==> src/rtl/debug_pkg.sv <==
// Shared constants for the board debug helper: button indices and count.
package debug_pkg;
  localparam int NUM_BTNS = 2;
  localparam int BTN_RST  = 0;
  localparam int BTN_MUX  = 1;
endpackage

==> src/rtl/debug_button_conditioner.sv <==
// Raw button -> 2-FF sync, rising-edge detect, lockout counter, one-cycle pulse.
module button_conditioner #(
  parameter int DZ_WIDTH = 3
) (
  input  logic clk,
  input  logic i_reset,
  input  logic i_btn,
  output logic o_pulse
);
  logic s1, s2, s3;
  logic [DZ_WIDTH-1:0] lock;
  logic rise;

  assign rise = s2 & ~s3;

  always_ff @(posedge clk or negedge i_reset) begin
    if (!i_reset) begin
      s1      <= 1'b0;
      s2      <= 1'b0;
      s3      <= 1'b0;
      lock    <= '0;
      o_pulse <= 1'b0;
    end else begin
      s1      <= i_btn;
      s2      <= s1;
      s3      <= s2;
      o_pulse <= 1'b0;
      // Rises during lockout are dropped outright, never deferred.
      if (rise && lock == '0) begin
        o_pulse <= 1'b1;
        lock    <= '1;
      end else if (lock != '0) begin
        lock <= lock - DZ_WIDTH'(1);
      end
    end
  end
endmodule

==> src/rtl/debug.sv <==
// Debug helper top: button conditioning, bus selector, registered mux, soft-reset stretcher.
module debug
  import debug_pkg::*;
#(
  parameter int WIDTH              = 8,
  parameter int CMUX_N_STATES      = 4,
  parameter int DEADZONE_WIDTH     = 3,
  parameter int MUX_DEADZONE_WIDTH = 5
) (
  input  logic                clk,
  input  logic                i_reset,
  input  logic [NUM_BTNS-1:0] i_buttons,
  output logic [NUM_BTNS-1:0] o_buttons,
  input  logic [WIDTH-1:0]    i_cmux_in [CMUX_N_STATES],
  output logic [WIDTH-1:0]    o_cmux_out,
  output logic                o_reset
);
  localparam int SEL_W = $clog2(CMUX_N_STATES);
  localparam logic [SEL_W-1:0] SEL_MAX = SEL_W'(CMUX_N_STATES - 1);

  logic [SEL_W-1:0]          sel;
  logic [DEADZONE_WIDTH-1:0] stretch;

  for (genvar k = 0; k < NUM_BTNS; k++) begin : g_btn
    button_conditioner #(
      .DZ_WIDTH(k == BTN_RST ? DEADZONE_WIDTH : MUX_DEADZONE_WIDTH)
    ) u_cond (
      .clk    (clk),
      .i_reset(i_reset),
      .i_btn  (i_buttons[k]),
      .o_pulse(o_buttons[k])
    );
  end

  // Soft reset takes priority over a simultaneous step.
  always_ff @(posedge clk or negedge i_reset) begin
    if (!i_reset) begin
      sel <= '0;
    end else if (o_buttons[BTN_RST]) begin
      sel <= '0;
    end else if (o_buttons[BTN_MUX]) begin
      sel <= (sel == SEL_MAX) ? '0 : sel + SEL_W'(1);
    end
  end

  always_ff @(posedge clk or negedge i_reset) begin
    if (!i_reset) o_cmux_out <= '0;
    else          o_cmux_out <= i_cmux_in[sel];
  end

  // Load all-ones on the pulse edge: low for that cycle plus the countdown.
  always_ff @(posedge clk or negedge i_reset) begin
    if (!i_reset) begin
      stretch <= '0;
      o_reset <= 1'b0;
    end else if (o_buttons[BTN_RST]) begin
      stretch <= '1;
      o_reset <= 1'b0;
    end else if (stretch != '0) begin
      stretch <= stretch - DEADZONE_WIDTH'(1);
      o_reset <= 1'b0;
    end else begin
      o_reset <= 1'b1;
    end
  end
endmodule

==> config.mk <==
export PLATFORM = sky130hd
export DESIGN_NAME = debug
export DESIGN_NICKNAME = d
export VERILOG_FILES = /design/src/rtl/debug_pkg.sv /design/src/rtl/debug_button_conditioner.sv /design/src/rtl/debug.sv
export SDC_FILE = /design/constraint.sdc
export NUM_CORES = 1
export LEC_CHECK = 0
export ABC_AREA = 1
export BUFFER_PORTS_ARGS = -buffer_cell sky130_fd_sc_hd__buf_4
export CAP_MARGIN = 15
export CORE_ASPECT_RATIO = 0.9
export CORE_MARGIN = 5
export CORE_UTILIZATION = 46
export CTS_CLUSTER_DIAMETER = 80
export DETAILED_ROUTE_END_ITERATION = 8
export HOLD_SLACK_MARGIN = 0.05
export MAX_ROUTING_LAYER = met4
export PLACE_DENSITY = 0.74
export SYNTH_ARGS = -nofsm -noshare
export SYNTH_HDL_FRONTEND = slang
export SYNTH_HIERARCHICAL = 1
export SYNTH_SLANG_ARGS = --single-unit
==> constraint.sdc <==
create_clock -name clk -period 0.9 [get_ports clk]
set_input_delay 0.045 -clock clk [delete_from_list [all_inputs] [get_ports clk]]
set_output_delay 0.045 -clock clk [all_outputs]
set_load 0.005 [all_outputs]
==> results.cfg <==
[critical_path]
crit_required_ns = 1.07
startpoint_type = flop
cp.arrival_ns = 1.23
critPathKind = flop to flop
r2r_cells = 5
r2r-start = sel[0]
critPathCaptureType = flop
r2r_end = o_cmux_out[2]
critPathMaxFanout = 8
reg2reg_slack_ns = -0.16

[synth]
syn-num-nets = 252
ys_top_cells_by_area = dfrtp_1 (48%), nand2_1 (17%), inv_1 (13%)
syn-cell-area_um2 = 1561
yosysSeqAreaShare_pct = 48.08
ys_ff_latch = 30
yosys.area.top_type = dfrtp_1
ys_warn_count = 6
ys_types = 14
synth_top_area_share_pct = 48.08
netlist_instances = 210
syn_avg_cell_area_um2 = 7.436

[finish]
mostFrequentLayoutCells = buf_4 (61), nand2_1 (54), inv_1 (44)
fin_cells = 329
finalInstanceArea_um2 = 2577
drive_gt1_share_pct = 46.67
final_common_cell = buf_4
antenna_cells = 0
syn_to_final_growth_pct = 65.06
nets = 326

[sta]
fin_crit_ns = 1.055
maxSlewViolCount = 0
setup_viol = 24
final.period_utilization_pct = 117.2
holdWs_ns = 0.06280
relSlewSlack_pct = 74.74
finalClockSkew_ns = 0.005736
hold_violations = 0
fmax_mhz = 947.8
rsz0062_at_grt = yes
setup_slack_ns = -0.1551
max_slew.worst_pin.slew_ns = 0.3789

[drt]
firstDrtPassIters = 4
ant_nets = 0
drt_iter0_drc = 63
drt-total-wl_mm = 4.161
wl_per_cell_um = 12.65
vias = 1525
drt-vias-per-instance = 4.635
drc_errors = 0

[cts]
clockBufferDepth = 2
numClockSinks = 30
htree_levels = 2
clkTransAtPathRegs_ns = 0.07
cts_tree = built
cts_made_buffers = 5
clk_latency_ns = 0.28
cts_root_buffer = clkbuf_8

[die]
ios = 47
die_x_um = 71.42
row_count = 20
initial_core_util_pct = 46.92
die-area_um2 = 4662
coreArea_um2 = 3328
die_y_um = 65.28

[global_route]
antenna_found_initial = 0
grt_pass1_vias = 1552
grt-ovfl-total = 0
grt_use_total_pct = 19.30
grt_pass1_wl_mm = 6.817
grt_start_max_net_pins = 31

[place]
dp.cells = 308
place.gp.congestion = 0.7252
dp_worst_setup_slack_ns = -0.1817
dpl.hpwl_mm = 2.467
io_buffers = 46
place_area_um2 = 2053

[worst_hold_path]
min_path_type = input pin to flop
holdPathEnd = o_cmux_out[6]
hold_depth = 5
hp-start = i_cmux_in[6]

[power_and_ir_drop]
ir_drop_mv = 1.484
p_leak_nw = 1.478
p_per_area_nw_per_um2 = 2951

[run_status]
outcome = finished with violations
violations = setup timing

[run]
maxCapViolCount = 0
-- per-layer routing --
| layer | vias to the layer above | global-route usage (%) | wire, um |
|---|---|---|---|
| met5 | - | - | 0 |
| met4 | 0 | 5.634 | 60 |
| met3 | 6 | 3.211 | 156 |
| met2 | 29 | 33.72 | 2279 |
| met1 | 724 | 22.94 | 1665 |
| li1 | 766 | - | - |
-- power by group --
| part | switching [mW] | leakage, nW | internal [mW] |
|---|---|---|---|
| Sequential | 0.347 | 0.356 | 1.87 |
| Combinational | 2.06 | 1.06 | 2.00 |
| Clock | 0.517 | 0.0579 | 0.814 |
| Total | 2.92 | 1.48 | 4.68 |
-- state kept, by name, summed over array words and instances (netlist names) --
name                  count
sel                       2
g_btn.u_cond/lock         8
stretch                   3
o_cmux_out                8
g_btn.u_cond/s3           2
g_btn.u_cond/s2           2
g_btn.u_cond/s1           2
g_btn.u_cond/o_pulse      2
o_reset                   1
-- synthesized netlist by cell type --
master,n
dfrtp_1,30
nand3_1,25
buf_2,1
nor3_1,1
nand2_1,70
o21ai_0,1
inv_1,53
nand4_1,4
ha_1,6
nor2_2,3
buf_6,3
nor2_1,11
inv_4,1
xnor2_1,1
-- repair_timing --
item,in CTS,in global routing
pin swaps,35,18
resized for setup,49,24
buffers inserted,4,5
hold endpoints to repair,32,0
hold buffers,3,0
endpoints found under the setup margin,24,26
gates cloned,2,0
-- cell type report --
| cell class | count | area, um^2 |
|---|---|---|
| well taps | 44 | 55.05 |
| clock inverters | 3 | 40.04 |
| clock buffers | 5 | 68.82 |
| fillers | 234 | 750.7 |
| flip-flops and latches | 30 | 754.5 |
| repair inverters | 1 | 11.26 |
| repair buffers | 70 | 580.6 |
| inverters | 54 | 215.2 |
| multi-input cells | 122 | 852.1 |
-- metrics by stage --
stage	utilization (%)	power, mW	TNS (ns)
CTS	73.87	7.236	-1.874
global placement	61.69	4.888	-1.370
finish	77.44	7.607	-2.319
floorplan	-	3.959	-0.8157
global route	77.44	8.223	-3.797
detailed placement	61.69	5.004	-1.931
-- worst max-delay path by stage --
| stage | depth (start not counted) | slack [ns] | start | to |
|---|---|---|---|---|
| floorplan | 7 | -0.1 | g_btn[0].u_cond/lock[0] | g_btn[0].u_cond/lock[0] |
| global placement | 7 | -0.14 | g_btn[0].u_cond/lock[0] | g_btn[0].u_cond/lock[0] |
| detailed placement | 7 | -0.18 | g_btn[0].u_cond/lock[0] | g_btn[0].u_cond/lock[2] |
| CTS | 7 | -0.14 | g_btn[0].u_cond/lock[0] | g_btn[0].u_cond/lock[2] |
| global route | 7 | -0.24 | g_btn[0].u_cond/lock[0] | g_btn[0].u_cond/lock[0] |
| finish | 5 | -0.16 | sel[0] | o_cmux_out[2] |
-- worst max-delay path: stages (launching register included) --
cell and delay, ns:
dfrtp_2 0.45, buf_12 0.17, buf_16 0.16, nand2_4 0.05, nand3_2 0.05, nand2_1 0.06
-- logic make-up (layout without fill, tap and decap cells) --
logic type                 count (synthesis)  in the layout  share of synthesized area [%]
adders and majority gates                  6              6                          4.808
and+or+nand+nor                          114            114                          30.61
DFF                                       30             30                          48.08
xor gates and xnor gates                   1              1                         0.5610
buffers and inverters                     58            133                          15.62
AOI/OAI and AO/OA                          1              1                         0.3202
Power figures use the tool's default switching activity.
